[config.mk]
export PLATFORM = sky130hd
export DESIGN_NAME = bcd_counter_cascade
export DESIGN_NICKNAME = d
export VERILOG_FILES = /design/src/rtl/bcd_counter_cascade.sv
export SDC_FILE = /design/constraint.sdc
export NUM_CORES = 1
export LEC_CHECK = 0
export ABC_CLOCK_PERIOD_IN_PS = 4800
export CORE_ASPECT_RATIO = 0.5
export CORE_MARGIN = 3
export CORE_UTILIZATION = 52
export DETAILED_ROUTE_END_ITERATION = 10
export GPL_TIMING_DRIVEN = 0
export PLACE_DENSITY = 0.82
export SYNTH_ARGS = -nofsm -noshare
export SYNTH_HDL_FRONTEND = slang
export SYNTH_SLANG_ARGS = --single-unit
[constraint.sdc]
create_clock -name clk -period 4.8 [get_ports clk]
set_input_delay 0.72 -clock clk [delete_from_list [all_inputs] [get_ports clk]]
set_output_delay 0.72 -clock clk [all_outputs]
set_load 0.005 [all_outputs]
[src/rtl/bcd_counter_cascade.sv]
// rtl/bcd_counter_cascade.sv - cascaded modulo-N digit counter with up/down, load, wrap/saturate
// Digits ripple carry/borrow combinationally within one clock; digit k sits at count[4k+3:4k].
module bcd_counter_cascade #(
    parameter int DIGITS  = 4,
    parameter int MODULUS = 10,
    parameter int WRAP    = 1
) (
    input  logic                  clk,
    input  logic                  reset,
    input  logic                  enable,
    input  logic                  up,
    input  logic                  load,
    input  logic [4*DIGITS-1:0]   load_value,
    output logic [4*DIGITS-1:0]   count,
    output logic                  rollover,
    output logic                  at_max,
    output logic                  at_zero
);

    localparam logic [3:0] MAX_DIGIT = 4'(MODULUS - 1);

    logic [4*DIGITS-1:0] r_count;
    logic                r_rollover;
    logic [4*DIGITS-1:0] w_stepped;
    logic [4*DIGITS-1:0] w_load;
    logic                w_boundary;
    logic                w_at_max;

    // A step is passed up the chain while every lower digit sits at its end value;
    // the chain falling off the top digit is exactly an overflow/underflow.
    always_comb begin
        logic       v_carry;
        logic [3:0] v_digit;
        w_stepped = r_count;
        v_carry   = 1'b1;
        v_digit   = 4'd0;
        for (int k = 0; k < DIGITS; k++) begin
            v_digit = r_count[4*k +: 4];
            if (up) begin
                if (v_carry) begin
                    w_stepped[4*k +: 4] = (v_digit == MAX_DIGIT) ? 4'd0 : v_digit + 4'd1;
                end
                v_carry = v_carry && (v_digit == MAX_DIGIT);
            end else begin
                if (v_carry) begin
                    w_stepped[4*k +: 4] = (v_digit == 4'd0) ? MAX_DIGIT : v_digit - 4'd1;
                end
                v_carry = v_carry && (v_digit == 4'd0);
            end
        end
        w_boundary = v_carry;
    end

    always_comb begin
        logic [3:0] v_ld;
        w_load = '0;
        v_ld   = 4'd0;
        for (int k = 0; k < DIGITS; k++) begin
            v_ld = load_value[4*k +: 4];
            w_load[4*k +: 4] = ({1'b0, v_ld} >= 5'(MODULUS)) ? 4'd0 : v_ld;
        end
    end

    always_comb begin
        w_at_max = 1'b1;
        for (int k = 0; k < DIGITS; k++) begin
            if (r_count[4*k +: 4] != MAX_DIGIT) begin
                w_at_max = 1'b0;
            end
        end
    end

    always_ff @(posedge clk) begin
        if (reset) begin
            r_count    <= '0;
            r_rollover <= 1'b0;
        end else if (load) begin
            r_count    <= w_load;
            r_rollover <= 1'b0;
        end else if (enable) begin
            // Saturating mode keeps the end value but still reports the boundary hit.
            if (w_boundary && (WRAP == 0)) begin
                r_count <= r_count;
            end else begin
                r_count <= w_stepped;
            end
            r_rollover <= w_boundary;
        end else begin
            r_rollover <= 1'b0;
        end
    end

    assign count    = r_count;
    assign rollover = r_rollover;
    assign at_max   = w_at_max;
    assign at_zero  = (r_count == '0);

endmodule

==> impl_table.tex, run 1 <==
\begin{tabular}{lr}
\hline
Metric & Value \\
\hline
\multicolumn{2}{l}{\textbf{Status}} \\
\quad Status & complete, no violations \\
\multicolumn{2}{l}{\textbf{Synth}} \\
\quad Cells after Synth & 207 \\
\quad Unique cell type count in the Yosys netlist & 53 \\
\quad YS warnings & 0 \\
\quad Top cells by area in the synthesized netlist & sky130\_fd\_sc\_hd\_\_dfxtp\_1 22\%, sky130\_fd\_sc\_hd\_\_nor2\_1 6.9\%, sky130\_fd\_sc\_hd\_\_o21ai\_0 4.6\%, sky130\_fd\_sc\_hd\_\_a21oi\_1 4.0\%, sky130\_fd\_sc\_hd\_\_a211oi\_1 3.5\% \\
\quad Synth async-reset ratio & 0 \\
\quad Syn Nets & 228 \\
\quad Top cell type by total area after synthesis & sky130\_fd\_sc\_hd\_\_dfxtp\_1 \\
\quad Syn\_area\_per\_cell & 7.31 um2 \\
\quad Area of the mapped netlist & 1510 um2 \\
\quad Number of synthesized register bits & 17 \\
\quad Share of the yosys chip area belonging to registers & 0.225 \\
\quad Area share of the largest cell type after synthesis & 0.225 \\
\quad Count of flip-flops with a built-in enable after synthesis & 0 \\
\quad Ys flop type & sky130\_fd\_sc\_hd\_\_dfxtp\_1 \\
\multicolumn{2}{l}{\textbf{Place}} \\
\quad Placement Cell Area & 1940 um2 \\
\quad GPL Wtd Cong & 0.894 \\
\quad Worst slack after detailed placement & 2.01 ns \\
\quad Count of buffers inserted at the top-level ports & 38 \\
\quad Final HPWL DP & 3.27 mm \\
\quad Instance count after placement with tap cells included & 282 \\
\multicolumn{2}{l}{\textbf{Routing}} \\
\quad Overall via count from detail\_route & 1,750 \\
\quad Iteration count of the initial detailed-routing pass & 5 \\
\quad Final antenna-violating net count & 0 \\
\quad Initial detailed-routing violation count & 154 \\
\quad Routed len/inst & 15.3 um \\
\quad Wirelength, routed & 4.36 mm \\
\quad DRC viols & 0 \\
\quad Vias per std cell & 6.12 \\
\multicolumn{2}{l}{\textbf{Clocking}} \\
\quad TritonCTS clock tree & yes \\
\quad Hold buffer count at CTS & 0 \\
\quad CTS sink count & 17 \\
\quad Cts repair resizes & 0 \\
\quad H-tree depth & 1 \\
\quad Clock-pin transition on the worst setup and hold timing paths & 0.07 ns \\
\quad Number of setup buffers added after CTS & 0 \\
\quad Maximum buffer depth of the clock tree & 2 \\
\quad Clock network latency to the later pin of the worst-skew pair & 0.25 ns \\
\quad CTS root buffer & sky130\_fd\_sc\_hd\_\_clkbuf\_8 \\
\quad Inserted Clock Buffers & 3 \\
\multicolumn{2}{l}{\textbf{Power and ir drop}} \\
\quad Share of power burned in combinational logic & 0.335 \\
\quad Proportion of total power due to net switching & 0.329 \\
\quad Switching pwr & 134 uW \\
\quad Share of total power in sequential cells & 0.393 \\
\quad Power density normalized to cell area & 205 nW/um2 \\
\quad Power share of the clock group & 0.272 \\
\quad Worst IR drop on VDD & 0.146 mV \\
\quad Leak & 0.732 nW \\
\quad Internal portion of total power & 274 uW \\
\multicolumn{2}{l}{\textbf{GRT}} \\
\quad Initial antenna violation count & 0 \\
\quad Maximum number of pins on one net before global-route repair & 11 \\
\quad Vias in the first global route & 1,463 \\
\quad GR Overflow Total & 0 \\
\quad Gr usage total & 0.247 \\
\quad Wire length of the first global-routing pass & 6.96 mm \\
\multicolumn{2}{l}{\textbf{Cells and area}} \\
\quad Layout cells sized above 1 & 0.0924 \\
\quad Post-route cell area & 1990 um2 \\
\quad Final non-filler cell total & 286 \\
\quad Sequential cell area & 340 um2 \\
\quad Area of the multi-input gates & 1060 um2 \\
\quad Final net count & 271 \\
\quad Layout overhead on the synthesized area & 31.2\% \\
\quad Ant. Diodes & 0 \\
\quad Filler cell count in the final layout & 239 \\
\multicolumn{2}{l}{\textbf{Worst setup path}} \\
\quad Crit-path max cell delay & 0.55 ns \\
\quad Largest fanout on the critical path & 9 \\
\quad Worst path bufs/invs & 1 \\
\quad Startpoint Class & flop \\
\quad Setup slack of the worst register-to-register path & 2.79 ns \\
\quad Category of the worst setup path capture point & output port \\
\quad Setup CP Type & flop to output port \\
\quad Chain of cells forming the critical path & nor2\_1 > nand4\_1 > nor3\_1 > clkdlybuf4s50\_1 \\
\quad Kind of cell adding the most delay to the critical path & simple AND/OR/NAND/NOR gates \\
\quad Critical path arrival & 2.01 ns \\
\quad Slowest cell on the critical path & sky130\_fd\_sc\_hd\_\_clkdlybuf4s50\_1 \\
\quad CP Data Required Time & 4.08 ns \\
\multicolumn{2}{l}{\textbf{Timing}} \\
\quad Slew of the pin with the lowest slew margin & 0.602 ns \\
\quad Relative max-transition margin & 0.599 \\
\quad Fraction of the cycle the final worst path needs & 0.569 \\
\quad Number of max-slew violations in the final report & 0 \\
\quad Setup-violating endpoint count in the final report & 0 \\
\quad Hold violation count in the final report & 0 \\
\quad Smallest setup slack after layout & 2.07 ns \\
\quad Worst clock skew & 0.00114 ns \\
\quad Sum of negative setup slack & 0 ns \\
\quad Minimum period implied by the final worst setup slack & 2.73 ns \\
\quad Maximum clock frequency & 366 MHz \\
\quad RSZ-0062 raised after global routing & false \\
\quad Final Hold Slack & 0.584 ns \\
\multicolumn{2}{l}{\textbf{Floorplan}} \\
\quad Die Width & 82.3 um \\
\quad Die height & 44.2 um \\
\quad I/O pins & 40 \\
\quad Total Die Area & 3630 um2 \\
\quad Initial Util & 0.564 \\
\quad Core area & 2680 um2 \\
\quad Placement Rows & 13 \\
\multicolumn{2}{l}{\textbf{Run}} \\
\quad Number of max-capacitance violations reported & 0 \\
\multicolumn{2}{l}{\textbf{Worst hold path}} \\
\quad Hold crit path type & flop to flop \\
\hline
\end{tabular}
-- cells in the mapped netlist (all sizes together), types with 2 or more instances --
master	instances
nor2	29
dfxtp	17
o21ai	14
a21oi	12
buf	11
nor3	10
a211oi	9
inv	8
nand2	8
nand2b	8
and3	7
nand3	6
a221oi	5
clkbuf	5
nand4	5
mux2i	4
o22ai	4
xor2	4
o31ai	3
xnor2	3
a21o	2
a22o	2
a31oi	2
and2	2
nand3b	2
o2111ai	2
o41ai	2
or2	2
-- metrics by stage --
| stage | utilization | power [mW] |
|---|---|---|
| 2_1_floorplan | - | 0.242 |
| 3_3_place_gp | 0.723 | 0.293 |
| 3_5_place_dp | 0.723 | 0.296 |
| 4_1_cts | 0.740 | 0.407 |
| 5_1_grt | 0.740 | 0.428 |
| 6_report | 0.740 | 0.407 |
-- sequential cells by signal, indices dropped and copies added, names as in the netlist --
name,count
rollover,1
count,16
-- layout by cell type, fill, tap and decap left out, types with 3 or more instances in the layout --
| master | netlist | final |
|---|---|---|
| sky130_fd_sc_hd__nor2_1 | 28 | 28 |
| sky130_fd_sc_hd__a211oi_1 | 7 | 7 |
| sky130_fd_sc_hd__a21oi_1 | 12 | 12 |
| sky130_fd_sc_hd__o21ai_0 | 14 | 14 |
| sky130_fd_sc_hd__o31ai_1 | 3 | 3 |
| sky130_fd_sc_hd__nand4_1 | 5 | 5 |
| sky130_fd_sc_hd__o22ai_1 | 4 | 4 |
| sky130_fd_sc_hd__nor3_1 | 8 | 8 |
| sky130_fd_sc_hd__clkdlybuf4s50_1 | 0 | 38 |
| sky130_fd_sc_hd__nand2_1 | 8 | 8 |
| sky130_fd_sc_hd__dfxtp_1 | 17 | 17 |
| sky130_fd_sc_hd__mux2i_1 | 4 | 4 |
| sky130_fd_sc_hd__inv_1 | 8 | 8 |
| sky130_fd_sc_hd__and3_1 | 7 | 7 |
| sky130_fd_sc_hd__nand3_1 | 6 | 6 |
| sky130_fd_sc_hd__xnor2_1 | 3 | 3 |
| sky130_fd_sc_hd__buf_2 | 8 | 8 |
| sky130_fd_sc_hd__a221oi_1 | 5 | 5 |
| sky130_fd_sc_hd__clkbuf_1 | 5 | 6 |
| sky130_fd_sc_hd__nand2b_1 | 8 | 8 |
| sky130_fd_sc_hd__xor2_1 | 4 | 4 |
| sky130_fd_sc_hd__clkbuf_8 | 0 | 3 |
-- final timing paths --
| check | endpoint | from | cells after the start |
|---|---|---|---|
| min | count[5]$_SDFFE_PP0P_ | count[5]$_SDFFE_PP0P_ | 2 |
| min reg2reg | count[5]$_SDFFE_PP0P_ | count[5]$_SDFFE_PP0P_ | 2 |
| max reg2reg | count[10]$_SDFFE_PP0P_ | count[3]$_SDFFE_PP0P_ | 7 |
| max | at_max | count[9]$_SDFFE_PP0P_ | 4 |
-- power by group through the flow --
stage	sequential [mW]	clock, mW	combinational (mW)
after floorplan	0.161	0	0.0805
after global placement	0.162	0	0.131
after detailed placement	0.163	0	0.134
after CTS	0.160	0.112	0.135
after global routing	0.161	0.119	0.148
final	0.160	0.111	0.137
-- area by class of cell --
cell class | count | share of cell area
Buffer | 16 | 0.0410
Clock buffer | 4 | 0.0227
Inverter | 9 | 0.0170
Multi-Input combinational cell | 165 | 0.533
Sequential cell | 17 | 0.171
Tap cell | 37 | 0.0233
Timing Repair Buffer | 38 | 0.192
-- cells by family (layout without fill, tap and decap cells) --
group	count (synthesis)	after routing	share of synthesized area
simple gates	85	85	0.302
compound gates	69	69	0.331
buf+inv	25	67	0.0760
flops	17	17	0.225
xor+xnor	7	7	0.0405
mux	4	4	0.0264
-- layer usage --
layer	vias to the layer above	global-route usage	share of wire
met1	784	0.372	0.47
met3	4	0.0528	0.11
met4	0	0.0331	0.0039
met2	101	0.366	0.42
li1	861	-	-
met5	-	0	0
-- worst register-to-register path, cell delays in order (launching register included) --
cell and delay [ns]:
sky130_fd_sc_hd__dfxtp_1 0.33, sky130_fd_sc_hd__buf_2 0.22, sky130_fd_sc_hd__and3_1 0.24, sky130_fd_sc_hd__o211ai_4 0.16, sky130_fd_sc_hd__or3_1 0.37, sky130_fd_sc_hd__buf_2 0.17, sky130_fd_sc_hd__a32o_1 0.26, sky130_fd_sc_hd__a21o_1 0.14
(Power assumes the default switching activity.)
==> run 2: changes to the inputs <==
- ABC_CLOCK_PERIOD_IN_PS: 4800 -> 2380
- CORE_UTILIZATION: 52 -> 44
- PLACE_DENSITY: 0.82 -> 0.73
- clock period: 4.8 -> 2.38 ns (I/O delays scaled with it)
==> run 2 against run 1 <==
Sequential share of layout area is 0.065 points lower. Die area is 16% higher. Global-route usage is 2.2 points lower. Worst setup slack worse by 2.0 ns. Sequential power is 100% higher. Clock power is 110% higher. First-iteration DRC count is 51% lower. Worst hold slack worse by 0.010 ns. Critical path depth is 1 higher. Count of clock-buffer cells in the layout stayed put. Largest power group unchanged. Highest routed layer unchanged.
==> impl_table.tex, run 2 (same netlist as run 1, synthesis figures left out) <==
\begin{tabular}{lr}
\hline
Metric & Value \\
\hline
\multicolumn{2}{l}{\textbf{Timing}} \\
\quad Sum of negative setup slack & 0 ns (unchanged) \\
\quad Hold violation count in the final report & 0 (unchanged) \\
\quad Maximum clock frequency & 438 MHz \\
\quad Minimum period implied by the final worst setup slack & 2.28 ns \\
\quad Slew of the pin with the lowest slew margin & 0.654 ns (was 0.602 ns) \\
\quad RSZ-0062 raised after global routing & false (unchanged) \\
\quad Fraction of the cycle the final worst path needs & 0.959 \\
\quad Worst clock skew & 0.00283 ns (was 0.00114 ns) \\
\quad Relative max-transition margin & 0.564 (was 0.599) \\
\quad Number of max-slew violations in the final report & 0 (unchanged) \\
\quad Setup-violating endpoint count in the final report & 0 (unchanged) \\
\multicolumn{2}{l}{\textbf{Routing}} \\
\quad Iteration count of the initial detailed-routing pass & 4 (was 5) \\
\quad Overall via count from detail\_route & 1,706 (was 1,750) \\
\quad Wirelength, routed & 4.53 mm (was 4.36 mm) \\
\quad Final antenna-violating net count & 0 (unchanged) \\
\quad Routed len/inst & 15.7 um (was 15.3 um) \\
\quad DRC viols & 0 (unchanged) \\
\quad Vias per std cell & 5.90 (was 6.12) \\
\quad Initial detailed-routing violation count & 75 (was 154) \\
\multicolumn{2}{l}{\textbf{GRT}} \\
\quad Wire length of the first global-routing pass & 7.19 mm (was 6.96 mm) \\
\quad Maximum number of pins on one net before global-route repair & 11 (unchanged) \\
\quad Vias in the first global route & 1,447 (was 1,463) \\
\quad GR Overflow Total & 0 (unchanged) \\
\quad Gr usage total & 0.225 (was 0.247) \\
\quad Initial antenna violation count & 0 (unchanged) \\
\multicolumn{2}{l}{\textbf{Worst setup path}} \\
\quad CP Data Required Time & 2.02 ns (was 4.08 ns) \\
\quad Setup CP Type & flop to output port (unchanged) \\
\quad Critical path arrival & 1.93 ns (was 2.01 ns) \\
\quad Largest fanout on the critical path & 8 (was 9) \\
\quad CP startpoint & count[1]\$\_SDFFE\_PP0P\_ (was count[9]\$\_SDFFE\_PP0P\_) \\
\quad Worst R2R Start & count[3]\$\_SDFFE\_PP0P\_ (unchanged) \\
\quad Chain of cells forming the critical path & clkbuf\_1 > nor2\_2 > nand4\_1 > nor3\_1 > clkdlybuf4s50\_1 (was nor2\_1 > nand4\_1 > nor3\_1 > clkdlybuf4s50\_1) \\
\quad Category of the worst setup path capture point & output port (unchanged) \\
\quad Crit-path max cell delay & 0.53 ns (was 0.55 ns) \\
\quad Startpoint Class & flop (unchanged) \\
\quad Slowest cell on the critical path & sky130\_fd\_sc\_hd\_\_clkdlybuf4s50\_1 (unchanged) \\
\multicolumn{2}{l}{\textbf{Power and ir drop}} \\
\quad Proportion of total power due to net switching & 0.334 (was 0.329) \\
\quad Internal portion of total power & 552 uW (was 274 uW) \\
\quad Share of total power in sequential cells & 0.389 (was 0.393) \\
\quad Worst IR drop on VDD & 0.263 mV (was 0.146 mV) \\
\quad Power share of the clock group & 0.277 (was 0.272) \\
\quad Switching pwr & 277 uW (was 134 uW) \\
\quad Power density normalized to cell area & 416 nW/um2 (was 205 nW/um2) \\
\quad Leak & 0.736 nW (was 0.732 nW) \\
\quad Share of power burned in combinational logic & 0.334 (was 0.335) \\
\multicolumn{2}{l}{\textbf{Cells and area}} \\
\quad Post-route cell area & 1990 um2 (about the same) \\
\quad Layout cells sized above 1 & 0.100 (was 0.0924) \\
\quad Leading cell type in the layout, fill and taps excluded & sky130\_fd\_sc\_hd\_\_clkdlybuf4s50\_1 (unchanged) \\
\quad Final net count & 271 (unchanged) \\
\quad Flip-flop count of the largest register, all copies and words added & 16 (unchanged) \\
\quad Ant. Diodes & 0 (unchanged) \\
\quad Layout overhead on the synthesized area & 31.7\% (was 31.2\%) \\
\quad Most frequent cells in the layout & 38 x sky130\_fd\_sc\_hd\_\_clkdlybuf4s50\_1, 27 x sky130\_fd\_sc\_hd\_\_nor2\_1, 17 x sky130\_fd\_sc\_hd\_\_dfxtp\_1 (was 38 x sky130\_fd\_sc\_hd\_\_clkdlybuf4s50\_1, 28 x sky130\_fd\_sc\_hd\_\_nor2\_1, 17 x sky130\_fd\_sc\_hd\_\_dfxtp\_1) \\
\multicolumn{2}{l}{\textbf{Floorplan}} \\
\quad Core area & 3140 um2 (was 2680 um2) \\
\quad Initial Util & 0.483 (was 0.564) \\
\quad Die Width & 89.0 um (was 82.3 um) \\
\quad Placement Rows & 14 (was 13) \\
\quad Total Die Area & 4220 um2 (was 3630 um2) \\
\quad I/O pins & 40 (unchanged) \\
\quad Die height & 47.5 um (was 44.2 um) \\
\multicolumn{2}{l}{\textbf{Place}} \\
\quad Count of buffers inserted at the top-level ports & 38 (unchanged) \\
\quad Placement Cell Area & 1940 um2 (about the same) \\
\quad GPL Wtd Cong & 0.919 (was 0.894) \\
\quad Final HPWL DP & 3.36 mm (was 3.27 mm) \\
\multicolumn{2}{l}{\textbf{Clocking}} \\
\quad Maximum buffer depth of the clock tree & 2 (unchanged) \\
\quad H-tree depth & 1 (unchanged) \\
\quad Cts repair resizes & 0 (unchanged) \\
\quad Clock network latency to the later pin of the worst-skew pair & 0.26 ns (was 0.25 ns) \\
\quad Clock-pin transition on the worst setup and hold timing paths & 0.07 ns (about the same) \\
\quad CTS sink count & 17 (unchanged) \\
\quad CTS root buffer & sky130\_fd\_sc\_hd\_\_clkbuf\_8 (unchanged) \\
\quad Inserted Clock Buffers & 3 (unchanged) \\
\quad TritonCTS clock tree & yes (unchanged) \\
\quad Hold buffer count at CTS & 0 (unchanged) \\
\quad Number of setup buffers added after CTS & 0 (unchanged) \\
\multicolumn{2}{l}{\textbf{Status}} \\
\quad Status & complete, no violations (unchanged) \\
\multicolumn{2}{l}{\textbf{Worst hold path}} \\
\quad Hold crit path type & input pin to flop (was flop to flop) \\
\quad Hold path startpoint & enable (was count[5]\$\_SDFFE\_PP0P\_) \\
\multicolumn{2}{l}{\textbf{Run}} \\
\quad Number of max-capacitance violations reported & 0 (unchanged) \\
\hline
\end{tabular}
[run 2: changes by cell type in the layout (fill, tap and decap cells not counted)]
cell                       change
sky130_fd_sc_hd__buf_1         -1
sky130_fd_sc_hd__clkbuf_2      +1
sky130_fd_sc_hd__nor2_1        -1
sky130_fd_sc_hd__nor2_2        +1
[run 2: cell type report]
type	count	area, um2
Buffer	16	82.6
Multi-Input combinational cell	165	1060
Timing Repair Buffer	38	380
Clock buffer	4	45.0
Tap cell	40	50.0
Sequential cell	17	340
Fill cell	300	1140
Inverter	9	33.8
[run 2: worst paths after layout]
kind                            endpoint  depth (start not counted)  slack, ns
setup / recovery                  at_max                          5        0.1
hold / removal     count[0]$_SDFFE_PP0P_                          3       0.57
setup reg to reg  count[10]$_SDFFE_PP0P_                          7       0.41
hold reg to reg    count[5]$_SDFFE_PP0P_                          2       0.58
[run 2: power groups by stage]
stage	Combinational, mW	Sequential (mW)	Clock [mW]
floorplan	0.162	0.325	0
global placement	0.267	0.328	0
detailed placement	0.272	0.328	0
CTS	0.274	0.322	0.236
global route	0.302	0.326	0.247
finish	0.277	0.323	0.229
[run 2: worst max-delay path: cells and delay by family, from the launching register on]
family        cells  cell delay (ns)
simple gates      3             0.62
flops             1             0.32
buf+inv           2             0.73
[run 2: per-layer routing]
layer	vias to the layer above	share of wire	track usage
li1	858	-	-
met1	792	0.50	0.328
met2	54	0.42	0.344
met3	2	0.078	0.0515
met4	0	0.0064	0.0475
met5	-	0	0
[run 2: metrics by stage]
| stage | instances | setup slack, ns | util | total power [mW] | hold slack [ns] |
|---|---|---|---|---|---|
| floorplan | 207 | 0.544 | - | 0.487 | 0.460 |
| global placement | 285 | -0.0533 | 0.620 | 0.595 | 0.566 |
| detailed placement | 285 | -0.0656 | 0.620 | 0.600 | 0.573 |
| CTS | 289 | 0.0758 | 0.634 | 0.832 | 0.565 |
| global route | 289 | 0.00406 | 0.636 | 0.875 | 0.580 |
| finish | 289 | 0.0965 | 0.636 | 0.829 | 0.574 |
==> run 3: changes to the inputs <==
- CELL_PAD_IN_SITES_DETAIL_PLACEMENT: unset -> 1
- CELL_PAD_IN_SITES_GLOBAL_PLACEMENT: unset -> 1
- CORE_UTILIZATION: 44 -> 31
- MAX_ROUTING_LAYER: unset -> met4
==> run 3 against run 2 <==
Critical path depth unchanged. Global-route usage down 4.3 points. Combinational power about the same. Critical path type unchanged. Highest routed layer is now met3.
==> impl_table.tex, run 3 (same netlist as run 1, synthesis figures left out) <==
\begin{tabular}{lr}
\hline
Metric & Value \\
\hline
\multicolumn{2}{l}{\textbf{Place}} \\
\quad GPL Wtd Cong & 0.821 (was 0.919) \\
\quad Instance count after placement with tap cells included & 311 (was 285) \\
\quad Worst slack after detailed placement & -0.0804 ns (was -0.0656 ns) \\
\quad Final HPWL DP & 3.97 mm (was 3.36 mm) \\
\quad Count of buffers inserted at the top-level ports & 38 (unchanged) \\
\multicolumn{2}{l}{\textbf{Clocking}} \\
\quad Cts repair resizes & 0 (unchanged) \\
\quad TritonCTS clock tree & yes (unchanged) \\
\quad Clock network latency to the later pin of the worst-skew pair & 0.26 ns (about the same) \\
\quad CTS sink count & 17 (unchanged) \\
\quad Number of setup buffers added after CTS & 0 (unchanged) \\
\quad Hold buffer count at CTS & 0 (unchanged) \\
\quad Clock-pin transition on the worst setup and hold timing paths & 0.07 ns (about the same) \\
\quad H-tree depth & 1 (unchanged) \\
\quad Inserted Clock Buffers & 3 (unchanged) \\
\quad Maximum buffer depth of the clock tree & 2 (unchanged) \\
\quad CTS root buffer & sky130\_fd\_sc\_hd\_\_clkbuf\_8 (unchanged) \\
\multicolumn{2}{l}{\textbf{GRT}} \\
\quad Gr usage total & 0.182 (was 0.225) \\
\quad Vias in the first global route & 1,729 (was 1,447) \\
\quad GR Overflow Total & 0 (unchanged) \\
\quad Initial antenna violation count & 0 (unchanged) \\
\quad Wire length of the first global-routing pass & 8.53 mm (was 7.19 mm) \\
\quad Maximum number of pins on one net before global-route repair & 11 (unchanged) \\
\multicolumn{2}{l}{\textbf{Routing}} \\
\quad DRC viols & 0 (unchanged) \\
\quad Iteration count of the initial detailed-routing pass & 4 (unchanged) \\
\quad Wirelength, routed & 5.11 mm (was 4.53 mm) \\
\quad Overall via count from detail\_route & 1,729 (was 1,706) \\
\quad Final antenna-violating net count & 0 (unchanged) \\
\quad Routed len/inst & 16.3 um (was 15.7 um) \\
\quad Vias per std cell & 5.51 (was 5.90) \\
\quad Initial detailed-routing violation count & 31 (was 75) \\
\multicolumn{2}{l}{\textbf{Worst setup path}} \\
\quad CP Data Required Time & 2.02 ns (about the same) \\
\quad Setup slack of the worst register-to-register path & 0.39 ns (was 0.41 ns) \\
\quad Category of the worst setup path capture point & output port (unchanged) \\
\quad Worst path bufs/invs & 2 (unchanged) \\
\quad Kind of cell adding the most delay to the critical path & buffers and inverters (unchanged) \\
\quad Startpoint Class & flop (unchanged) \\
\quad Setup CP Type & flop to output port (unchanged) \\
\quad Chain of cells forming the critical path & clkbuf\_1 > nor2\_4 > nand4\_1 > nor3\_1 > clkdlybuf4s50\_1 (was clkbuf\_1 > nor2\_2 > nand4\_1 > nor3\_1 > clkdlybuf4s50\_1) \\
\quad Slowest cell on the critical path & sky130\_fd\_sc\_hd\_\_clkdlybuf4s50\_1 (unchanged) \\
\quad Largest fanout on the critical path & 8 (unchanged) \\
\quad Crit. path cell count & 5 (unchanged) \\
\quad Length in cells of the worst reg-to-reg path & 7 (unchanged) \\
\quad Crit-path max cell delay & 0.54 ns (was 0.53 ns) \\
\quad Critical path arrival & 1.92 ns (was 1.93 ns) \\
\multicolumn{2}{l}{\textbf{Cells and area}} \\
\quad Layout overhead on the synthesized area & 33.9\% (was 31.7\%) \\
\quad Leading cell type in the layout, fill and taps excluded & sky130\_fd\_sc\_hd\_\_clkdlybuf4s50\_1 (unchanged) \\
\quad Layout cells sized above 1 & 0.101 (was 0.100) \\
\quad Final cell utilization of the core & 0.445 (was 0.636) \\
\quad Final non-filler cell total & 314 (was 289) \\
\quad Flip-flop count of the largest register, all copies and words added & 16 (unchanged) \\
\quad Ant. Diodes & 0 (unchanged) \\
\quad Filler cell count in the final layout & 598 (was 300) \\
\quad Final net count & 270 (was 271) \\
\quad Most frequent cells in the layout & 38 x sky130\_fd\_sc\_hd\_\_clkdlybuf4s50\_1, 27 x sky130\_fd\_sc\_hd\_\_nor2\_1, 17 x sky130\_fd\_sc\_hd\_\_dfxtp\_1 (unchanged) \\
\multicolumn{2}{l}{\textbf{Power and ir drop}} \\
\quad Proportion of total power due to net switching & 0.338 (was 0.334) \\
\quad Leak & 0.736 nW (about the same) \\
\quad Switching pwr & 282 uW (was 277 uW) \\
\quad Internal portion of total power & 553 uW (was 552 uW) \\
\quad Share of total power in sequential cells & 0.391 (was 0.389) \\
\quad Power density normalized to cell area & 412 nW/um2 (was 416 nW/um2) \\
\quad Worst IR drop on VDD & 0.225 mV (was 0.263 mV) \\
\quad Final Total Pwr & 835 uW (was 829 uW) \\
\quad Share of power burned in combinational logic & 0.334 (about the same) \\
\quad Power share of the clock group & 0.274 (was 0.277) \\
\multicolumn{2}{l}{\textbf{Run}} \\
\quad Number of max-capacitance violations reported & 0 (unchanged) \\
\multicolumn{2}{l}{\textbf{Timing}} \\
\quad Number of max-slew violations in the final report & 0 (unchanged) \\
\quad Maximum clock frequency & 439 MHz (was 438 MHz) \\
\quad Relative max-transition margin & 0.597 (was 0.564) \\
\quad Setup-violating endpoint count in the final report & 0 (unchanged) \\
\quad Final Hold Slack & 0.569 ns (was 0.574 ns) \\
\quad Slew of the pin with the lowest slew margin & 0.605 ns (was 0.654 ns) \\
\quad Fraction of the cycle the final worst path needs & 0.956 (was 0.959) \\
\quad RSZ-0062 raised after global routing & false (unchanged) \\
\quad Hold violation count in the final report & 0 (unchanged) \\
\quad Worst clock skew & 0.00387 ns (was 0.00283 ns) \\
\quad Minimum period implied by the final worst setup slack & 2.28 ns (about the same) \\
\quad Smallest setup slack after layout & 0.104 ns (was 0.0965 ns) \\
\multicolumn{2}{l}{\textbf{Floorplan}} \\
\quad Die height & 55.4 um (was 47.5 um) \\
\quad Die Width & 105 um (was 89.0 um) \\
\quad I/O pins & 40 (unchanged) \\
\quad Total Die Area & 5810 um2 (was 4220 um2) \\
\quad Placement Rows & 17 (was 14) \\
\quad Initial Util & 0.333 (was 0.483) \\
\quad Core area & 4550 um2 (was 3140 um2) \\
\multicolumn{2}{l}{\textbf{Worst hold path}} \\
\quad Hold Path Cell Cnt & 4 (was 3) \\
\quad Hold crit path type & input pin to flop (unchanged) \\
\multicolumn{2}{l}{\textbf{Status}} \\
\quad Status & complete, no violations (unchanged) \\
\hline
\end{tabular}
-- run 3: changes by cell type in the layout (fill, tap and decap cells not counted) --
cell / delta
sky130_fd_sc_hd__clkbuf_1: -1
sky130_fd_sc_hd__nor2_2: -1
sky130_fd_sc_hd__nor2_4: +1
-- run 3: worst register-to-register path, cell delays in order, from the launching register on --
cell,delay (ns)
sky130_fd_sc_hd__dfxtp_1,0.33
sky130_fd_sc_hd__buf_2,0.22
sky130_fd_sc_hd__and3_1,0.23
sky130_fd_sc_hd__o211ai_4,0.17
sky130_fd_sc_hd__or3_1,0.37
sky130_fd_sc_hd__buf_2,0.16
sky130_fd_sc_hd__a32o_1,0.26
sky130_fd_sc_hd__a21o_1,0.15
-- run 3: cell type report --
class                   instances  area, um2  area share
inverters                       9       33.8      0.0167
repair buffers                 38        380       0.188
clock buffers                   4       45.0      0.0222
multi-input cells             165       1070       0.526
plain buffers                  15       78.8      0.0389
well taps                      66       82.6      0.0407
flip-flops and latches         17        340       0.168
-- run 3: routing by layer --
metal | up-vias | track usage | share of wire
met5 | - | - | 0
met2 | 43 | 0.287 | 0.44
met1 | 831 | 0.253 | 0.50
met3 | 0 | 0.0327 | 0.063
met4 | 0 | 0.0206 | 0
li1 | 855 | - | -
-- run 3: power groups by stage --
stage / Combinational (mW) / Sequential (mW) / Clock (mW)
after floorplan: 0.162 / 0.325 / 0
after global placement: 0.273 / 0.328 / 0
after detailed placement: 0.279 / 0.330 / 0
after CTS: 0.281 / 0.323 / 0.235
after global routing: 0.306 / 0.330 / 0.245
final: 0.279 / 0.327 / 0.229
-- run 3: stage by stage --
step	TNS, ns	area (um2)
5_1_grt	0	2030
3_3_place_gp	-0.156	1980
4_1_cts	0	2020
6_report	0	2030
2_1_floorplan	0	1510
3_5_place_dp	-0.265	1980
-- run 3: worst paths after layout --
path,start,end
worst max-delay path,count[1]$_SDFFE_PP0P_,at_max
worst min register to register,count[5]$_SDFFE_PP0P_,count[5]$_SDFFE_PP0P_
worst min-delay path,enable,count[1]$_SDFFE_PP0P_
worst max register to register,count[3]$_SDFFE_PP0P_,count[10]$_SDFFE_PP0P_
